===== config.mk =====
export PLATFORM = sky130hd
export DESIGN_NAME = alu_cmd_responder
export DESIGN_NICKNAME = d
export VERILOG_FILES = /design/src/rtl/alu_cmd_responder.sv
export SDC_FILE = /design/constraint.sdc
export NUM_CORES = 1
export LEC_CHECK = 0
export CAP_MARGIN = 10
export CORE_ASPECT_RATIO = 1.2
export CORE_MARGIN = 2
export CORE_UTILIZATION = 40
export CTS_CLUSTER_SIZE = 14
export DETAILED_ROUTE_END_ITERATION = 12
export PLACE_DENSITY = 0.59
export SLEW_MARGIN = 20
export SYNTH_ARGS = -nofsm -noshare
export SYNTH_HDL_FRONTEND = slang
export SYNTH_SLANG_ARGS = --single-unit

===== constraint.sdc =====
create_clock -name Clk -period 2.6 [get_ports Clk]
set_input_delay 0.26 -clock Clk [delete_from_list [all_inputs] [get_ports Clk]]
set_output_delay 0.26 -clock Clk [all_outputs]
set_load 0.05 [all_outputs]

===== src/rtl/alu_cmd_responder.sv =====
// ALU responder for the four-phase Req/Ack command handshake.
// Add/sub in one step; multiply and divide run N shift steps.
module alu_cmd_responder #(
  parameter int N = 8
) (
  input  logic           Clk,
  input  logic           Rst,
  input  logic           Req,
  input  logic [1:0]     Cmd,
  input  logic           Cin,
  input  logic [N-1:0]   Op1,
  input  logic [N-1:0]   Op2,
  output logic [2*N-1:0] Alu_Out,
  output logic           Ack,
  output logic           Busy,
  output logic           Div_Err
);

  localparam int CW = $clog2(N + 1);

  typedef enum logic [1:0] {
    IDLE = 2'b00,
    EXEC = 2'b01,
    DONE = 2'b10
  } state_t;

  state_t state, state_nxt;

  logic [1:0]     cmd_q;
  logic           cin_q;
  logic [N-1:0]   op1_q;
  logic [N-1:0]   op2_q;
  logic [N-1:0]   hi_q;
  logic [N-1:0]   lo_q;
  logic [CW-1:0]  cnt_q;
  logic [CW-1:0]  cnt_ld;

  logic           is_add;
  logic           is_sub;
  logic           is_mul;
  logic           is_div;
  logic           last;
  logic           div_zero;
  logic [N-1:0]   hi_nxt;
  logic [N-1:0]   lo_nxt;
  logic [N:0]     mul_sum;
  logic [N:0]     div_trial;
  logic [N:0]     addsub;
  logic [2*N-1:0] result;

  assign is_add   = (cmd_q == 2'b00);
  assign is_sub   = (cmd_q == 2'b01);
  assign is_mul   = (cmd_q == 2'b10);
  assign is_div   = (cmd_q == 2'b11);
  assign last     = (cnt_q == CW'(1));
  assign div_zero = is_div && (op2_q == '0);

  // A divide by zero finishes in a single step
  assign cnt_ld = (Cmd[1] && !(Cmd[0] && (Op2 == '0)))
                ? CW'(N) : CW'(1);

  assign Ack  = (state == DONE);
  assign Busy = (state != IDLE);

  // One arithmetic step on the latched operands, plus final result
  always_comb begin
    mul_sum   = {1'b0, hi_q}
              + (lo_q[0] ? {1'b0, op1_q} : '0);
    div_trial = {hi_q, lo_q[N-1]} - {1'b0, op2_q};
    hi_nxt    = hi_q;
    lo_nxt    = lo_q;
    addsub    = '0;
    result    = '0;
    unique case (1'b1)
      is_add: begin
        addsub = {1'b0, op1_q} + {1'b0, op2_q}
               + {{N{1'b0}}, cin_q};
        result = {{(N-1){1'b0}}, addsub};
      end
      is_sub: begin
        addsub = {1'b0, op1_q} - {1'b0, op2_q}
               - {{N{1'b0}}, cin_q};
        result = {{(N-1){1'b0}}, addsub};
      end
      is_mul: begin
        hi_nxt = mul_sum[N:1];
        lo_nxt = {mul_sum[0], lo_q[N-1:1]};
        result = {hi_nxt, lo_nxt};
      end
      is_div: begin
        if (!div_trial[N])
          hi_nxt = div_trial[N-1:0];
        else
          hi_nxt = {hi_q[N-2:0], lo_q[N-1]};
        lo_nxt = {lo_q[N-2:0], ~div_trial[N]};
        result = div_zero ? {op1_q, {N{1'b1}}}
                          : {hi_nxt, lo_nxt};
      end
      default: ;
    endcase
  end

  // State register
  always_ff @(posedge Clk or negedge Rst) begin
    if (!Rst)
      state <= IDLE;
    else
      state <= state_nxt;
  end

  // Next-state: accept in IDLE, finish on last step, wait for Req low
  always_comb begin
    state_nxt = state;
    unique case (state)
      IDLE: if (Req) state_nxt = EXEC;
      EXEC: if (last) state_nxt = DONE;
      DONE: if (!Req) state_nxt = IDLE;
      default: state_nxt = IDLE;
    endcase
  end

  // Operand latch, step registers and result/error outputs
  always_ff @(posedge Clk or negedge Rst) begin
    if (!Rst) begin
      cmd_q   <= '0;
      cin_q   <= 1'b0;
      op1_q   <= '0;
      op2_q   <= '0;
      hi_q    <= '0;
      lo_q    <= '0;
      cnt_q   <= '0;
      Alu_Out <= '0;
      Div_Err <= 1'b0;
    end else begin
      unique case (state)
        IDLE: begin
          if (Req) begin
            cmd_q <= Cmd;
            cin_q <= Cin;
            op1_q <= Op1;
            op2_q <= Op2;
            hi_q  <= '0;
            lo_q  <= (Cmd == 2'b10) ? Op2 : Op1;
            cnt_q <= cnt_ld;
          end
        end
        EXEC: begin
          hi_q  <= hi_nxt;
          lo_q  <= lo_nxt;
          cnt_q <= cnt_q - CW'(1);
          if (last) begin
            Alu_Out <= result;
            Div_Err <= div_zero;
          end
        end
        default: ;
      endcase
    end
  end

endmodule

==> key figures <==
Run status
  – Status: finished clean

Critical path
  – CP max FO: 4
  – Worst path slowest cell: fa_1
  – Reg2reg start: op2_q[0]
  – Crit. Startpoint: op2_q[0]
  – WP buf/inv: 1
  – FF-to-FF End: Alu_Out[7]
  – Worst Path Arrival: roughly 2.8 ns
  – R2R Setup Slk: between 0.04 and 0.05 ns
  – Critical Path RT: around 2.8 ns
  – CP cell instances: fa_1, inv_1, ha_2, o21ai_2, nand3b_1, a31oi_2, o21ai_1, mux2_4, o32a_1
  – Cell family with most CP delay: adder cells
  – WS Path Type: flop to flop
  – WP depth: 9
  – Delay of the slowest cell on the worst path: 0.58 ns
  – Worst reg2reg path depth: 9
  – Critical Path Sink: Alu_Out[7]
  – CP startpoint kind: flop
  – CP Capture Type: flop

Routing
  – First DRT Iteration DRCs: around 220
  – WL per Instance: between 15 and 20 µm
  – ANT nets after route: 0
  – Drt first pass iters: 5
  – Via density: 5.67
  – Total wire length: 15.9 mm
  – Remaining routing DRC violations: 0
  – Vias: 4614

Cells and area
  – Layout cell share with drive strength beyond 1: 0.172
  – Ant. Diodes: 0
  – Final Non-Filler Cells: 814
  – Non-Filler Cell Area, Final: about 6100 µm²
  – Final Net Count: about 720
  – Final Util: 0.529
  – Area grow syn2layout: 28.6%

Global routing
  – Initial antenna violation count: 0
  – First-pass GRT wire length: between 20 and 25 mm
  – GRT overflow: 0
  – Pin count of the biggest net entering global routing: 41
  – Vias in the first global route: between 4000 and 5000
  – Total GRT Usage: 0.258

Synth
  – Share of the synthesized area in the top cell type: 0.305
  – Cell taking the most area after synthesis: dfrtp_1
  – Synth Area in Compound Gates: 0.244
  – Adder-cell share of the synthesized area: 0.128
  – Register area share after synthesis: 0.305
  – Simple-Gate Fraction of Synth Area: 0.172
  – Synthesized flop and latch total: slightly below 60
  – Post-synth top flop: dfrtp_1
  – YS warnings: 0
  – Top cells by area, synth: dfrtp_1, ha_1, o21ai_0
  – Synth Area in XOR/XNOR: 0.0349
  – Post-synthesis cell count: about 570
  – Largest family of logic cells by synthesized area: compound AO/OA/AOI/OAI gates
  – Avg Inst Size Synth: between 8 and 9 µm²
  – Async S/R FF share, synth: 1.00
  – Synth cell types: 63
  – Synthesized area: between 4000 and 5000 µm²
  – Post-synth EDFFs: 0
  – Net Count, Synth: around 640
  – Mux cell area share after synthesis: 0.0623

Timing
  – Max-slew headroom: 0.357
  – Fin. max-slew vios: 0
  – Period utilization: 0.981
  – Clock skew: 0.00854 ns
  – Max Clk Rate: slightly below 400 MHz
  – Post-layout min period: about 2.6 ns
  – Measured slew at the worst slew-check pin: roughly 0.96 ns
  – RSZ-0062 raised after global routing: yes
  – Hold Fails Final Rpt: 0
  – Setup_tns: 0 ns
  – Final setup vio count: 0

Clocking
  – Clk buf depth: 2
  – H-tree lvl count: 3
  – CTS tree: yes
  – Hold Buf Count CTS: 0
  – Worst-path clk slew: about 0.060 ns
  – TritonCTS buffer count: 9
  – Clock sink count: 58
  – Clock Tree Root: clkbuf_16
  – Skew-Pair Late Insertion Delay: between 0.3 and 0.4 ns

Die
  – Die height: between 100 and 150 µm
  – Core area: approximately 12000 µm²
  – # IOs: 41
  – Std-Cell Rows: 43
  – Die width: 104 µm
  – Die area: approximately 13000 µm²
  – Initial core utilization: 0.412

Placement
  – GP Congestion: 0.933
  – Hpwl dp: roughly 12 mm
  – Post-DP Area: roughly 5600 µm²
  – Placed cell count: just under 800
  – Port Buffers: 40

Worst hold path
  – HP Class: primary input to asynchronous set/reset pin

Flow run
  – Total of max-cap violations: 0
synthesized netlist by cell type, types with 4 or more instances:
| cell | number |
|---|---|
| a31oi_1 | 7 |
| nor2b_1 | 9 |
| or3_1 | 6 |
| or4_1 | 4 |
| nand3_1 | 12 |
| a211oi_1 | 8 |
| a21o_1 | 7 |
| a21oi_1 | 41 |
| inv_1 | 47 |
| mux2i_1 | 15 |
| ha_1 | 39 |
| nor2_1 | 36 |
| o21ai_0 | 64 |
| nand2b_1 | 4 |
| o21a_1 | 6 |
| dfrtp_1 | 58 |
| o2111ai_1 | 5 |
| o211ai_1 | 4 |
| clkbuf_1 | 18 |
| fa_1 | 6 |
| nor3_1 | 10 |
| xnor2_1 | 17 |
| mux2_2 | 11 |
| nand2_1 | 65 |
| and2_1 | 11 |
final cells by class:
type / count / area [µm²]
fillers: 1098 / 5450
flip-flops and latches: 58 / 1450
repair buffers: 90 / 774
clock buffers: 12 / 256
inverters: 47 / 176
well taps: 157 / 196
multi-input cells: 446 / 3170
clock inverters: 4 / 97.6
state kept, by name, indices dropped and copies added (netlist names):
name and cells:
cmd_q 2, Div_Err 1, op1_q 8, state 2, cin_q 1, hi_q 8
cnt_q 4, Alu_Out 16, lo_q 8, op2_q 8
worst reg2reg max path: cells and delay by family, from the launching register on:
kind | cells | cell delay, ns
buffers and inverters | 1 | 0.06
AO/OA/AOI/OAI | 4 | 0.75
AND/OR/NAND/NOR | 1 | 0.13
adder cells (fa/ha/maj) | 2 | 0.75
flip-flops | 1 | 0.45
multiplexers | 1 | 0.30
worst min-delay path by stage:
stage               startpoint    endpoint  slack [ns]  cells after the start
floorplan                  Rst  Alu_Out[0]       -0.04                      0
global placement           Rst     lo_q[4]        0.46                      1
detailed placement         Rst     lo_q[4]        0.46                      1
CTS                        Rst     lo_q[4]         0.1                      1
global route               Rst     lo_q[3]        0.15                      1
finish                     Rst     lo_q[4]        0.06                      1
what timing repair did:
item | in CTS | in global routing
pin swaps | 5 | 15
setup buffers | 2 | 5
endpoints found under the setup margin | 6 | 18
gates cloned | 0 | 0
gates resized for setup | 3 | 33
endpoints found under the hold margin | 0 | 0
routing by layer:
layer	part of all wire	GRT usage
met5	0	0
met2	0.50	0.461
met4	0.037	0.131
met1	0.42	0.310
met3	0.037	0.0316
cell usage in the layout (no fill, tap or decap), types with 5 or more instances in the layout:
cell type and instances:
nand2_1 65, o2111ai_1 5, a21oi_1 38, inv_1 43
o21a_1 6, nand3_1 11, a211oi_1 8, dfrtp_1 56
mux2i_1 15, o21ai_0 59, or3_1 6, and2_1 12
a21o_1 7, ha_1 35, mux2_2 9, a31oi_1 5
buf_4 49, xnor2_1 17, nor2b_1 8, nor2_1 35
clkbuf_16 9, clkdlybuf4s50_1 39, nor3_1 10
cell families (layout without fill, tap and decap cells):
family                     Yosys count  count (layout)
AOI/OAI and AO/OA                  183             183
xor gates and xnor gates            19              19
muxes                               27              27
and+or+nand+nor                    172             172
DFF                                 58              58
buffers and inverters               68             153
adders and majority gates           45              45
stage by stage:
step / hold WS [ns] / setup slack, ns
after detailed placement: 0.457 / -0.129
final: 0.0633 / 0.0487
after floorplan: -0.0356 / 0.0295
after CTS: 0.0961 / 0.00165
after global placement: 0.460 / -0.0989
after global routing: 0.148 / -0.0506
Power is left out: the tool's default activity adds up to more than one toggle a clock period on the data nets, which glitch-free logic cannot reach.
